## src/rtl/niosii_system_sysid_timer.sv

```systemverilog
// -----------------------------------------------------------------------------
// niosii_system_sysid_timer
//
// System-identification and uptime slave for the Nios II Avalon-MM fabric.
// Returns a fixed hardware ID and build timestamp. Also provides:
//   - a free-running 64-bit cycle counter, with the high word captured when the
//     low word is read so that a LO-then-HI read sequence never tears,
//   - a seconds counter driven by a CLK_FREQ_HZ prescaler,
//   - a byte-writable scratch register,
//   - a control register (self-clearing counter clear, sticky FREEZE).
//
// Word map: 0 ID, 1 TIMESTAMP, 2 CYCLES_LO, 3 CYCLES_HI (captured),
//           4 SECONDS, 5 SCRATCH, 6 CONTROL, 7 reserved (reads 0).
//
// Ports:
//   clock          system clock, rising edge
//   reset          asynchronous active-high reset
//   address[2:0]   word address
//   read / write   single-cycle access strobes (the bus never stalls)
//   writedata[31:0], byteenable[3:0]   write payload and lane enables
//   readdata[31:0] registered read data, held between reads
//   readdatavalid  one-cycle pulse, one cycle after an accepted read
// -----------------------------------------------------------------------------
module niosii_system_sysid_timer #(
    parameter logic [31:0] SYSTEM_ID   = 32'h0000_0000,
    parameter logic [31:0] TIMESTAMP   = 32'h0000_0000,
    parameter int unsigned CLK_FREQ_HZ = 50_000_000
) (
    input  logic        clock,
    input  logic        reset,
    input  logic [2:0]  address,
    input  logic        read,
    input  logic        write,
    input  logic [31:0] writedata,
    input  logic [3:0]  byteenable,
    output logic [31:0] readdata,
    output logic        readdatavalid
);

    localparam logic [2:0] ADDR_ID      = 3'd0;
    localparam logic [2:0] ADDR_TSTAMP  = 3'd1;
    localparam logic [2:0] ADDR_CYC_LO  = 3'd2;
    localparam logic [2:0] ADDR_CYC_HI  = 3'd3;
    localparam logic [2:0] ADDR_SECONDS = 3'd4;
    localparam logic [2:0] ADDR_SCRATCH = 3'd5;
    localparam logic [2:0] ADDR_CONTROL = 3'd6;

    // Terminal prescaler count; the prescaler runs 0 .. CLK_FREQ_HZ-1.
    localparam logic [31:0] PRESC_LAST = 32'(CLK_FREQ_HZ - 32'd1);

    logic [63:0] cyc_r;
    logic [31:0] hi_shadow_r;
    logic [31:0] presc_r;
    logic [31:0] seconds_r;
    logic [31:0] scratch_r;
    logic        freeze_r;
    logic [31:0] readdata_r;
    logic        readdatavalid_r;

    logic        wr_ctrl_s;
    logic        clear_s;
    logic        wr_scratch_s;
    logic        rd_lo_s;
    logic        presc_wrap_s;
    logic [31:0] rd_mux_s;
    logic [31:0] scratch_next_s;

    // Decode bus strobes into per-register actions.
    always_comb begin
        wr_ctrl_s    = write && (address == ADDR_CONTROL) && byteenable[0];
        clear_s      = wr_ctrl_s && writedata[0];
        wr_scratch_s = write && (address == ADDR_SCRATCH);
        rd_lo_s      = read && (address == ADDR_CYC_LO);
        presc_wrap_s = (presc_r == PRESC_LAST);
    end

    // Read data selection from current (pre-write) register state.
    always_comb begin
        rd_mux_s = 32'h0000_0000;
        case (address)
            ADDR_ID:      rd_mux_s = SYSTEM_ID;
            ADDR_TSTAMP:  rd_mux_s = TIMESTAMP;
            ADDR_CYC_LO:  rd_mux_s = cyc_r[31:0];
            ADDR_CYC_HI:  rd_mux_s = hi_shadow_r;
            ADDR_SECONDS: rd_mux_s = seconds_r;
            ADDR_SCRATCH: rd_mux_s = scratch_r;
            ADDR_CONTROL: rd_mux_s = {30'd0, freeze_r, 1'b0};
            default:      rd_mux_s = 32'h0000_0000;
        endcase
    end

    // Byte-lane merge of write data into the scratch register.
    always_comb begin
        scratch_next_s = scratch_r;
        for (int i = 0; i < 4; i++) begin
            if (byteenable[i]) begin
                scratch_next_s[8*i +: 8] = writedata[8*i +: 8];
            end else begin
                scratch_next_s[8*i +: 8] = scratch_r[8*i +: 8];
            end
        end
    end

    // 64-bit cycle counter; a clear takes priority over the increment.
    always_ff @(posedge clock or posedge reset) begin
        if (reset) begin
            cyc_r <= 64'd0;
        end else if (clear_s) begin
            cyc_r <= 64'd0;
        end else if (!freeze_r) begin
            cyc_r <= cyc_r + 64'd1;
        end else begin
            cyc_r <= cyc_r;
        end
    end

    // Prescaler and seconds counter, gated by FREEZE like the cycle counter.
    always_ff @(posedge clock or posedge reset) begin
        if (reset) begin
            presc_r   <= 32'd0;
            seconds_r <= 32'd0;
        end else if (clear_s) begin
            presc_r   <= 32'd0;
            seconds_r <= 32'd0;
        end else if (!freeze_r) begin
            if (presc_wrap_s) begin
                presc_r   <= 32'd0;
                seconds_r <= seconds_r + 32'd1;
            end else begin
                presc_r   <= presc_r + 32'd1;
                seconds_r <= seconds_r;
            end
        end else begin
            presc_r   <= presc_r;
            seconds_r <= seconds_r;
        end
    end

    // High-word capture: taken from the pre-increment count on a LO read so
    // the pair is consistent across a carry out of the low word.
    always_ff @(posedge clock or posedge reset) begin
        if (reset) begin
            hi_shadow_r <= 32'd0;
        end else if (clear_s) begin
            hi_shadow_r <= 32'd0;
        end else if (rd_lo_s) begin
            hi_shadow_r <= cyc_r[63:32];
        end else begin
            hi_shadow_r <= hi_shadow_r;
        end
    end

    // Software-writable state: scratch and the FREEZE bit.
    always_ff @(posedge clock or posedge reset) begin
        if (reset) begin
            scratch_r <= 32'd0;
            freeze_r  <= 1'b0;
        end else begin
            if (wr_scratch_s) begin
                scratch_r <= scratch_next_s;
            end else begin
                scratch_r <= scratch_r;
            end
            if (wr_ctrl_s) begin
                freeze_r <= writedata[1];
            end else begin
                freeze_r <= freeze_r;
            end
        end
    end

    // Registered read response; data holds between reads.
    always_ff @(posedge clock or posedge reset) begin
        if (reset) begin
            readdata_r      <= 32'd0;
            readdatavalid_r <= 1'b0;
        end else begin
            readdatavalid_r <= read;
            if (read) begin
                readdata_r <= rd_mux_s;
            end else begin
                readdata_r <= readdata_r;
            end
        end
    end

    assign readdata      = readdata_r;
    assign readdatavalid = readdatavalid_r;

endmodule

```

## config.mk

```make
export PLATFORM = sky130hd
export DESIGN_NAME = niosii_system_sysid_timer
export DESIGN_NICKNAME = d
export VERILOG_FILES = /design/src/rtl/niosii_system_sysid_timer.sv
export SDC_FILE = /design/constraint.sdc
export NUM_CORES = 1
export LEC_CHECK = 0
export ABC_AREA = 1
export CAP_MARGIN = 10
export CORE_MARGIN = 1.5
export CORE_UTILIZATION = 46
export CTS_BUF_LIST = sky130_fd_sc_hd__clkbuf_16
export CTS_CLUSTER_DIAMETER = 80
export DETAILED_ROUTE_END_ITERATION = 7
export MAX_ROUTING_LAYER = met4
export SYNTH_ARGS = -nofsm -noshare
export SYNTH_HDL_FRONTEND = slang
export SYNTH_SLANG_ARGS = --single-unit
```

## constraint.sdc

```tcl
create_clock -name clock -period 10.3 [get_ports clock]
set_input_delay 2.06 -clock clock [delete_from_list [all_inputs] [get_ports clock]]
set_output_delay 2.06 -clock clock [all_outputs]
set_load 0.01 [all_outputs]
```

# [After elaboration in Yosys (flattened, before gate mapping)]
# Cells that the tools add are included.
[word_totals] ff_bits=226 wordCells=44
[op_classes] addsub=3 n_eq_ne=7 muxes=11 reduce_logical=12
[ops] operator="two-way mux 32 bit" count=8
[ops] operator="case mux 32 bit (5 select lines)" count=1
[ops] operator="two-way mux 64 bit" count=2
[ops] operator="adder 32 x 1 -> 32 bit (second input constant)" count=2
[ops] operator="adder 64 x 1 -> 64 bit (second input constant)" count=1
[ops] operator="equality test 32 x 26 -> 1 bit (second input constant)" count=1
[ops] operator="AND reduction 2 bit" count=5
[ops] operator="equality test 3 bit (second input constant)" count=3
[ops] operator="equality test 3 x 2 -> 1 bit (second input constant)" count=2
[ops] operator="logical AND 1 bit" count=5
[ops] operator="nonzero test 2 bit" count=2
[ops] operator="!= test 2 x 1 -> 1 bit (second input constant)" count=1

# [Logic depth before layout (Yosys ltp)]
# Gate-level depths: netlist (run 1).
[depth] word_depth=6 ltp_mapped=11 ltp_nobuf=11

# [Worst setup path after synthesis (run 1)]
# No wires, ideal clock.
[synth_path] path_kind="input port to flip-flop" startpoint="input address[1]" endpoint="register hi_shadow_r[0]" arrival_ns=3.038 setup_slack_ns=7.130 stages=6 path_buffers=1 path_cell_list="inv_1 -> nor3_2 -> nand2_2 -> nand2_1 -> buf_2 -> o22ai_1"
[synth_between] elab_chain_len=5 elab_cells_between_ends=8 classes_between="2 x eq/ne; 1 x mux; 5 x reduce/logical"
[synth_lines] element="from (decl)" line="31" source="input logic [2:0] address,"
[synth_lines] element="equality test 3 bit" line="70" source="wr_ctrl_s = write && (address == ADDR_CONTROL) && byteenable[0];"
[synth_lines] element="logical AND 1 bit (2 in series)" line="70"
[synth_lines] element="logical AND 1 bit" line="71" source="clear_s = wr_ctrl_s && writedata[0];"
[synth_lines] element="two-way mux 32 bit or nonzero test 2 bit (tied branches)"
[synth_lines] element="to (signal assigned)" line="147" source="hi_shadow_r <= cyc_r[63:32];"
[synth_lines] element="to (signal assigned)" line="149" source="hi_shadow_r <= hi_shadow_r;"
[synth_lines] element="to (decl)" line="52" source="logic [31:0] hi_shadow_r;"
# Several ways; a longest one is shown, not always the timed one.
# A chain may end at the register's enable or synchronous reset.

# [Worst setup path in the final report (run 1)]
[layout_path] startpoint="input address[2]" endpoint="register seconds_r[19]"
[layout_between] elab_chain_len=6 elab_cells_between_ends=8 classes_between="2 x eq/ne; 1 x mux; 5 x reduce/logical"
[layout_lines] element="equality test 3 bit (*)" line="70"
[layout_lines] element="logical AND 1 bit (*) (2 in series)" line="70"
[layout_lines] element="logical AND 1 bit (*)" line="71"
[layout_lines] element="!= test 2 x 1 -> 1 bit (no source line) or nonzero test 2 bit (tied branches)"
[layout_lines] element="AND reduction 2 bit (no source line)"
[layout_lines] element="to (signal assigned)" line="128" source="seconds_r <= seconds_r + 32'd1;"
[layout_lines] element="to (signal assigned)" line="131" source="seconds_r <= seconds_r;"
[layout_lines] element="to (signal assigned)" line="135" source="seconds_r <= seconds_r;"
[layout_lines] element="to (decl)" line="54" source="logic [31:0] seconds_r;"
# Mark *: on every way between the ends. The rest lies on a longest branch, timed or not.

==> flow_summary.yaml, run 1 <==
outcome:
  outcome: "complete, no violations"
die:
  boundaryPins: 76
  die_height_um: 170
  placement_rows: 60
  initial_core_util_pct: 47.2
  core_region_area_um2: 27200
  floorplan.die_area_um2: 28900
  die_width_um: 170
power:
  sequentialPowerShare_pct: 46.8
  pwr-share-clk_pct: 38.3
  power.density_nw_per_um2: 157
  switching_power_uw: 698
  power.total_mw: 2.31
  combinationalPowerShare_pct: 14.9
  power.leakage_nw: 6.59
  cell_internal_pwr_mw: 1.61
  vdd.ir_drop.worst_mv: 0.111
  power_switching_share_pct: 30.2
clocking:
  post_cts_hold_buffer_count: 0
  tritoncts_clock_tree: "done"
  cts_buffers: 27
  cts_root_buffer: "sky130_fd_sc_hd__clkbuf_16"
  total_clock_sinks: 226
  worstSkewPairLatency_ns: 0.55
  cts.reportedPaths.clkPinSlew_ns: 0.06
  cts_setup_buffers: 0
  htreeDepth: 1
  cts-resized-gates: 0
  clock_path_buffers: 3
critical_path:
  critical_path.endpoint_type: "flip-flop"
  reg2reg_to: "seconds_r[17]"
  worst_ep_required_time_ns: 10.73
  worst-endpoint-arrival_ns: 4.99
  startpoint_type: "primary input"
  reg2reg_slack_ns: 7.57
  timing.setup.critical_path_class: "in -> reg"
  worst-r2r-cell-count: 4
  r2r-start: "freeze_r"
  critical_path_peak_fanout: 54
routing:
  drt.antenna.violating_nets: 0
  viasPerCell: 5.34
  first_pass_iters: 5
  totalWireLength_mm: 43.5
  drc: 0
  initialDrtViolationCount: 980
  wire_per_inst_um: 19.2
  via_count: 12073
finish:
  area_growth_pct: 14.7
  drive_above_1_share_pct: 6.41
  num-nets-final: 1915
global_route:
  overflow: 0
  first_global_vias: 11425
  number_of_antenna_violations_at_the_first_check_in_global_routing: 1
  largest_net_degree_at_the_start_of_global_routing: 103
  track_usage_pct: 31.5
  wire_length_of_the_first_global_routing_pass_mm: 66.8
yosys:
  synth_top_family_by_area: "simple AND/OR/NAND/NOR gates"
  library_cell_with_the_highest_instance_count_after_synthesis: "sky130_fd_sc_hd__nand2_1"
  yosys_warnings: 0
  ys_types: 40
  synthArstFlopShare_pct: 100
  synth-edff-count: 0
  post_synth_most_frequent_cells: "sky130_fd_sc_hd__nand2_1 (514), sky130_fd_sc_hd__nor2_1 (278), sky130_fd_sc_hd__dfrtp_1 (226)"
  syn-num-nets: 1851
  post_synth_xor_area_fraction_pct: 1.71
  synth-compound-area-share_pct: 8.36
  synthDominantCellAreaShare_pct: 44.1
  synth.avg_cell_area_um2: 7.11
  ys_seq_elements: 226
  flip_flop_cell_with_the_highest_count_after_synthesis: "sky130_fd_sc_hd__dfrtp_1"
  synth-seq-area-share_pct: 44.1
  post_syn_area_um2: 12800
  leading_post_synthesis_cells_by_cell_area: "sky130_fd_sc_hd__dfrtp_1 (44%), sky130_fd_sc_hd__nand2_1 (15%), sky130_fd_sc_hd__nor2_1 (8.1%), sky130_fd_sc_hd__inv_1 (6.4%), sky130_fd_sc_hd__nand3_1 (5.1%)"
  post_synth_fa_ha_maj_area_fraction_pct: 0.293
  leading_area_contributor_after_synthesis: "sky130_fd_sc_hd__dfrtp_1"
  netlist_instances: 1805
  yosys.area_share.simple_pct: 33.9
  post_synth_mux_area_share_pct: 3.34
placement:
  dpl.hpwl_mm: 32.3
  dpl_worst_slack_ns: 5.24
  finalWeightedCongestion: 0.941
  port_buffers: 75
timing:
  grt_setup_unrepaired: "false"
  timing.final.hold_violations: 0
  final_critical_path_setup_slack_ns: 5.74
  timing.final.crit_period_ns: 4.56
  setup-violations-final: 0
  max_slew.worst_pin.slew_ns: 1.15
  fmaxAchievable_ghz: 0.219
  final.setup_skew_ns: 0.0122
  slew_viol_final: 0
  final.setup.tns_ns: 0
  post-route-period-util_pct: 44.3
  max_slew_margin_pct: 23.5
worst_hold_path:
  hold_path.startpoint: "scratch_r[0]"
  timing.hold.worst_endpoint: "scratch_r[0]"
  hold_path_stages: 2
  worst_hold_check_path_type: "reg -> reg"
job:
  drv.max_cap_violation_count: 0
worst max-delay path by stage:
stage                     startpoint             to  slack [ns]  cells after the start
after floorplan                reset       cyc_r[0]        2.05                      1
after global placement    address[2]    presc_r[13]        5.31                      8
after detailed placement  address[2]  seconds_r[19]        5.24                      7
after CTS                 address[2]  seconds_r[19]        5.80                      7
after global routing      address[2]  seconds_r[19]        5.53                      7
final                     address[2]  seconds_r[19]        5.74                      7
per-layer routing:
layer	up-vias	GRT usage [%]	part of all wire, %	routed length, µm
li1	5896	-	-	-
met2	388	51.2	47	20600
met4	0	9.47	3.3	1430
met1	5704	40.7	43	18800
met3	85	4.60	5.9	2560
met5	-	-	0	0
power by group through the flow:
stage / sequential, mW / clock, mW / combinational [mW]
after floorplan: 1.06 / 0 / 0.218
after global placement: 1.09 / 0 / 0.334
after detailed placement: 1.09 / 0 / 0.343
after CTS: 1.08 / 0.895 / 0.343
after global routing: 1.09 / 0.937 / 0.381
final: 1.08 / 0.884 / 0.344
area by class of cell:
cell class / instances / area, µm²
clock buffer: 27 / 676
inverter: 223 / 845
timing repair buffer: 85 / 821
fill: 2749 / 12500
multi-input combinational: 1306 / 6120
tap: 372 / 465
sequential: 226 / 5660
clock inverter: 22 / 129
antenna: 1 / 2.50
critical path: stages:
cell and delay, ns:
sky130_fd_sc_hd__clkdlybuf4s50_1 0.60, sky130_fd_sc_hd__nand3_2 0.17, sky130_fd_sc_hd__nor2_4 0.15, sky130_fd_sc_hd__nand2_4 0.24, sky130_fd_sc_hd__nand2_4 0.54, sky130_fd_sc_hd__nand2_2 0.75
sky130_fd_sc_hd__o21ai_0 0.43
cell families after synthesis:
family / after synthesis
and+or+nand+nor: 1040
adders and majority gates: 3
DFF: 226
muxes: 38
buffers and inverters: 273
AOI/OAI and AO/OA: 200
xor gates and xnor gates: 25
layout by cell type (no fill, tap or decap), types with 9 or more instances in the layout:
master,synthesis,routed
sky130_fd_sc_hd__clkinv_1,1,9
sky130_fd_sc_hd__clkbuf_16,0,27
sky130_fd_sc_hd__nor3_1,44,43
sky130_fd_sc_hd__o22ai_1,12,12
sky130_fd_sc_hd__mux2_2,38,38
sky130_fd_sc_hd__nand3_1,130,130
sky130_fd_sc_hd__o2111ai_1,9,9
sky130_fd_sc_hd__clkdlybuf4s50_1,0,74
sky130_fd_sc_hd__o21ai_1,11,11
sky130_fd_sc_hd__inv_1,220,224
sky130_fd_sc_hd__xor2_1,21,21
sky130_fd_sc_hd__o21ai_0,128,128
sky130_fd_sc_hd__nand4_1,33,33
sky130_fd_sc_hd__dfrtp_1,226,226
sky130_fd_sc_hd__a21oi_1,33,33
sky130_fd_sc_hd__buf_4,1,10
sky130_fd_sc_hd__nor2_1,278,278
sky130_fd_sc_hd__nor2_2,11,11
sky130_fd_sc_hd__nand2_1,514,514
sequential cells by signal, indices dropped and copies added, names as in the netlist:
signal	count
readdatavalid	1
readdata	32
seconds_r	32
hi_shadow_r	32
freeze_r	1
presc_r	32
scratch_r	32
cyc_r	64
metrics by stage:
step           instances  area (µm²)  utilization (%)  hold slack [ns]
6_report            2262       14700             54.1            0.499
3_5_place_dp        2212       13900             51.2            0.481
3_3_place_gp        2212       13900             51.2            0.481
4_1_cts             2261       14700             54.1            0.496
2_1_floorplan       1805       12800                -            0.453
5_1_grt             2262       14700             54.1            0.523
Note: power is estimated with default switching activity, not from simulation.
==> run 2: changes to the inputs <==
clock period = 4.3 ns   (was 10.3 ns; I/O delays follow)
==> flow_summary.yaml, run 2 (synthesis results as in run 1) <==
outcome:
  outcome: "complete, no violations"
critical_path:
  r2r-start: "presc_r[1]"
  timing.setup.critical_path_class: "in -> reg"
  critPathMaxStageDelay_ns: 0.61
  reg2reg_to: "seconds_r[5]"
  startpoint_type: "primary input"
  critical_path_peak_fanout: 23
  timing.critical_path.cells: "clkdlybuf4s50_1, nand3_2, nor2_4, nand2_4, nand2_4, buf_4, inv_2, nor2_1, xor2_1, nor2_1"
  critical_path.endpoint_type: "flip-flop"
  worst-endpoint-arrival_ns: 3.16
  worst_path_max_delay_cell: "sky130_fd_sc_hd__clkdlybuf4s50_1"
  worst_ep_required_time_ns: 4.68
  worst-r2r-cell-count: 8
  reg2reg_slack_ns: 1.92
job:
  drv.max_cap_violation_count: 0
clocking:
  post_cts_hold_buffer_count: 0
  clock_path_buffers: 3
  worstSkewPairLatency_ns: 0.54
  cts.reportedPaths.clkPinSlew_ns: 0.06
  tritoncts_clock_tree: "done"
  total_clock_sinks: 226
  cts_setup_buffers: 0
  cts-resized-gates: 0
  cts_buffers: 26
  htreeDepth: 1
  cts_root_buffer: "sky130_fd_sc_hd__clkbuf_16"
routing:
  totalWireLength_mm: 43.1
  drc: 0
  first_pass_iters: 5
  viasPerCell: 5.34
  wire_per_inst_um: 19.0
  drt.antenna.violating_nets: 0
  initialDrtViolationCount: 1007
  via_count: 12087
finish:
  num-nets-final: 1919
  antennaDiodeCount: 0
  layout_commonest_cell: "sky130_fd_sc_hd__nand2_1"
  filler_cell_count: 2760
  seqCellArea_um2: 5660
  area_growth_pct: 15.2
  drive_above_1_share_pct: 6.45
  largest_register_ffs: 64
  fin_util_pct: 54.4
  multi_input_area_um2: 6120
  regMostFlops: "cyc_r"
  design_area_um2: 14800
  layout_common_cells: "sky130_fd_sc_hd__nand2_1 (514), sky130_fd_sc_hd__nor2_1 (278), sky130_fd_sc_hd__dfrtp_1 (226)"
global_route:
  first_global_vias: 11444
  wire_length_of_the_first_global_routing_pass_mm: 66.8
  number_of_antenna_violations_at_the_first_check_in_global_routing: 0
  overflow: 0
  largest_net_degree_at_the_start_of_global_routing: 88
  track_usage_pct: 31.5
timing:
  max_slew.worst_pin.slew_ns: 1.05
  timing.final.crit_period_ns: 2.78
  final.setup.tns_ns: 0
  final.setup_skew_ns: 0.0130
  setup-violations-final: 0
  grt_setup_unrepaired: "false"
  max_slew_margin_pct: 30.0
  fmaxAchievable_ghz: 0.360
  post-route-period-util_pct: 64.7
  timing.final.hold_violations: 0
  slew_viol_final: 0
placement:
  finalWeightedCongestion: 0.995
  dpl.hpwl_mm: 32.5
  placedInstanceArea_um2: 14000
  port_buffers: 75
worst_hold_path:
  worst_hold_check_path_type: "reg -> reg"
  hold_path_stages: 1
  timing.hold.worst_endpoint: "readdata[13]"
  hold_path.startpoint: "readdata[13]"
die:
  die_height_um: 170
  die_width_um: 170
  core_region_area_um2: 27200
  floorplan.die_area_um2: 28900
  placement_rows: 60
  initial_core_util_pct: 47.2
  boundaryPins: 76
power:
  power.density_nw_per_um2: 376
  vdd.ir_drop.worst_mv: 0.279
  power.leakage_nw: 6.62
run 2: worst max-delay path by stage:
stage	startpoint	to	slack, ns	cells after the start
after floorplan	reset	cyc_r[0]	0.49	1
after global placement	address[2]	presc_r[8]	1.03	10
after detailed placement	address[2]	presc_r[8]	0.99	10
after CTS	address[2]	presc_r[8]	1.55	10
after global routing	address[2]	presc_r[12]	1.35	12
final	address[2]	presc_r[8]	1.52	10
run 2: through the flow:
| step | setup WS [ns] | std cells | hold slack (ns) | total power, mW |
|---|---|---|---|---|
| after floorplan | 0.488 | 1805 | 0.453 | 3.07 |
| after global placement | 1.03 | 2217 | 0.487 | 3.42 |
| after detailed placement | 0.988 | 2217 | 0.494 | 3.44 |
| after CTS | 1.55 | 2263 | 0.507 | 5.58 |
| after global routing | 1.35 | 2263 | 0.512 | 5.82 |
| final | 1.52 | 2263 | 0.503 | 5.55 |
run 2: power breakdown:
group	switching, mW	internal [mW]	total (mW)
Combinational	0.496	0.317	0.813
Sequential	0.245	2.36	2.60
Clock	0.901	1.24	2.14
Total	1.64	3.91	5.55
run 2: worst max-delay path: cells and delay by family:
family,cells,cell delay (ns)
buf+inv,3,1.16
simple gates,6,0.95
xor+xnor,1,0.17
run 2: layout make-up:
cell class | count | area share (%)
inverter | 223 | 5.69
clock inverter | 19 | 0.863
multi-input combinational | 1306 | 41.4
sequential | 226 | 38.3
tap | 372 | 3.15
clock buffer | 27 | 4.57
timing repair buffer | 90 | 6.06
run 2: per-layer routing:
layer,vias up,track usage [%],share of wire (%)
met1,5754,41.8,44
met5,-,-,0
met2,353,49.5,46
met3,90,4.05,5.7
li1,5890,-,-
met4,0,11.9,4.2
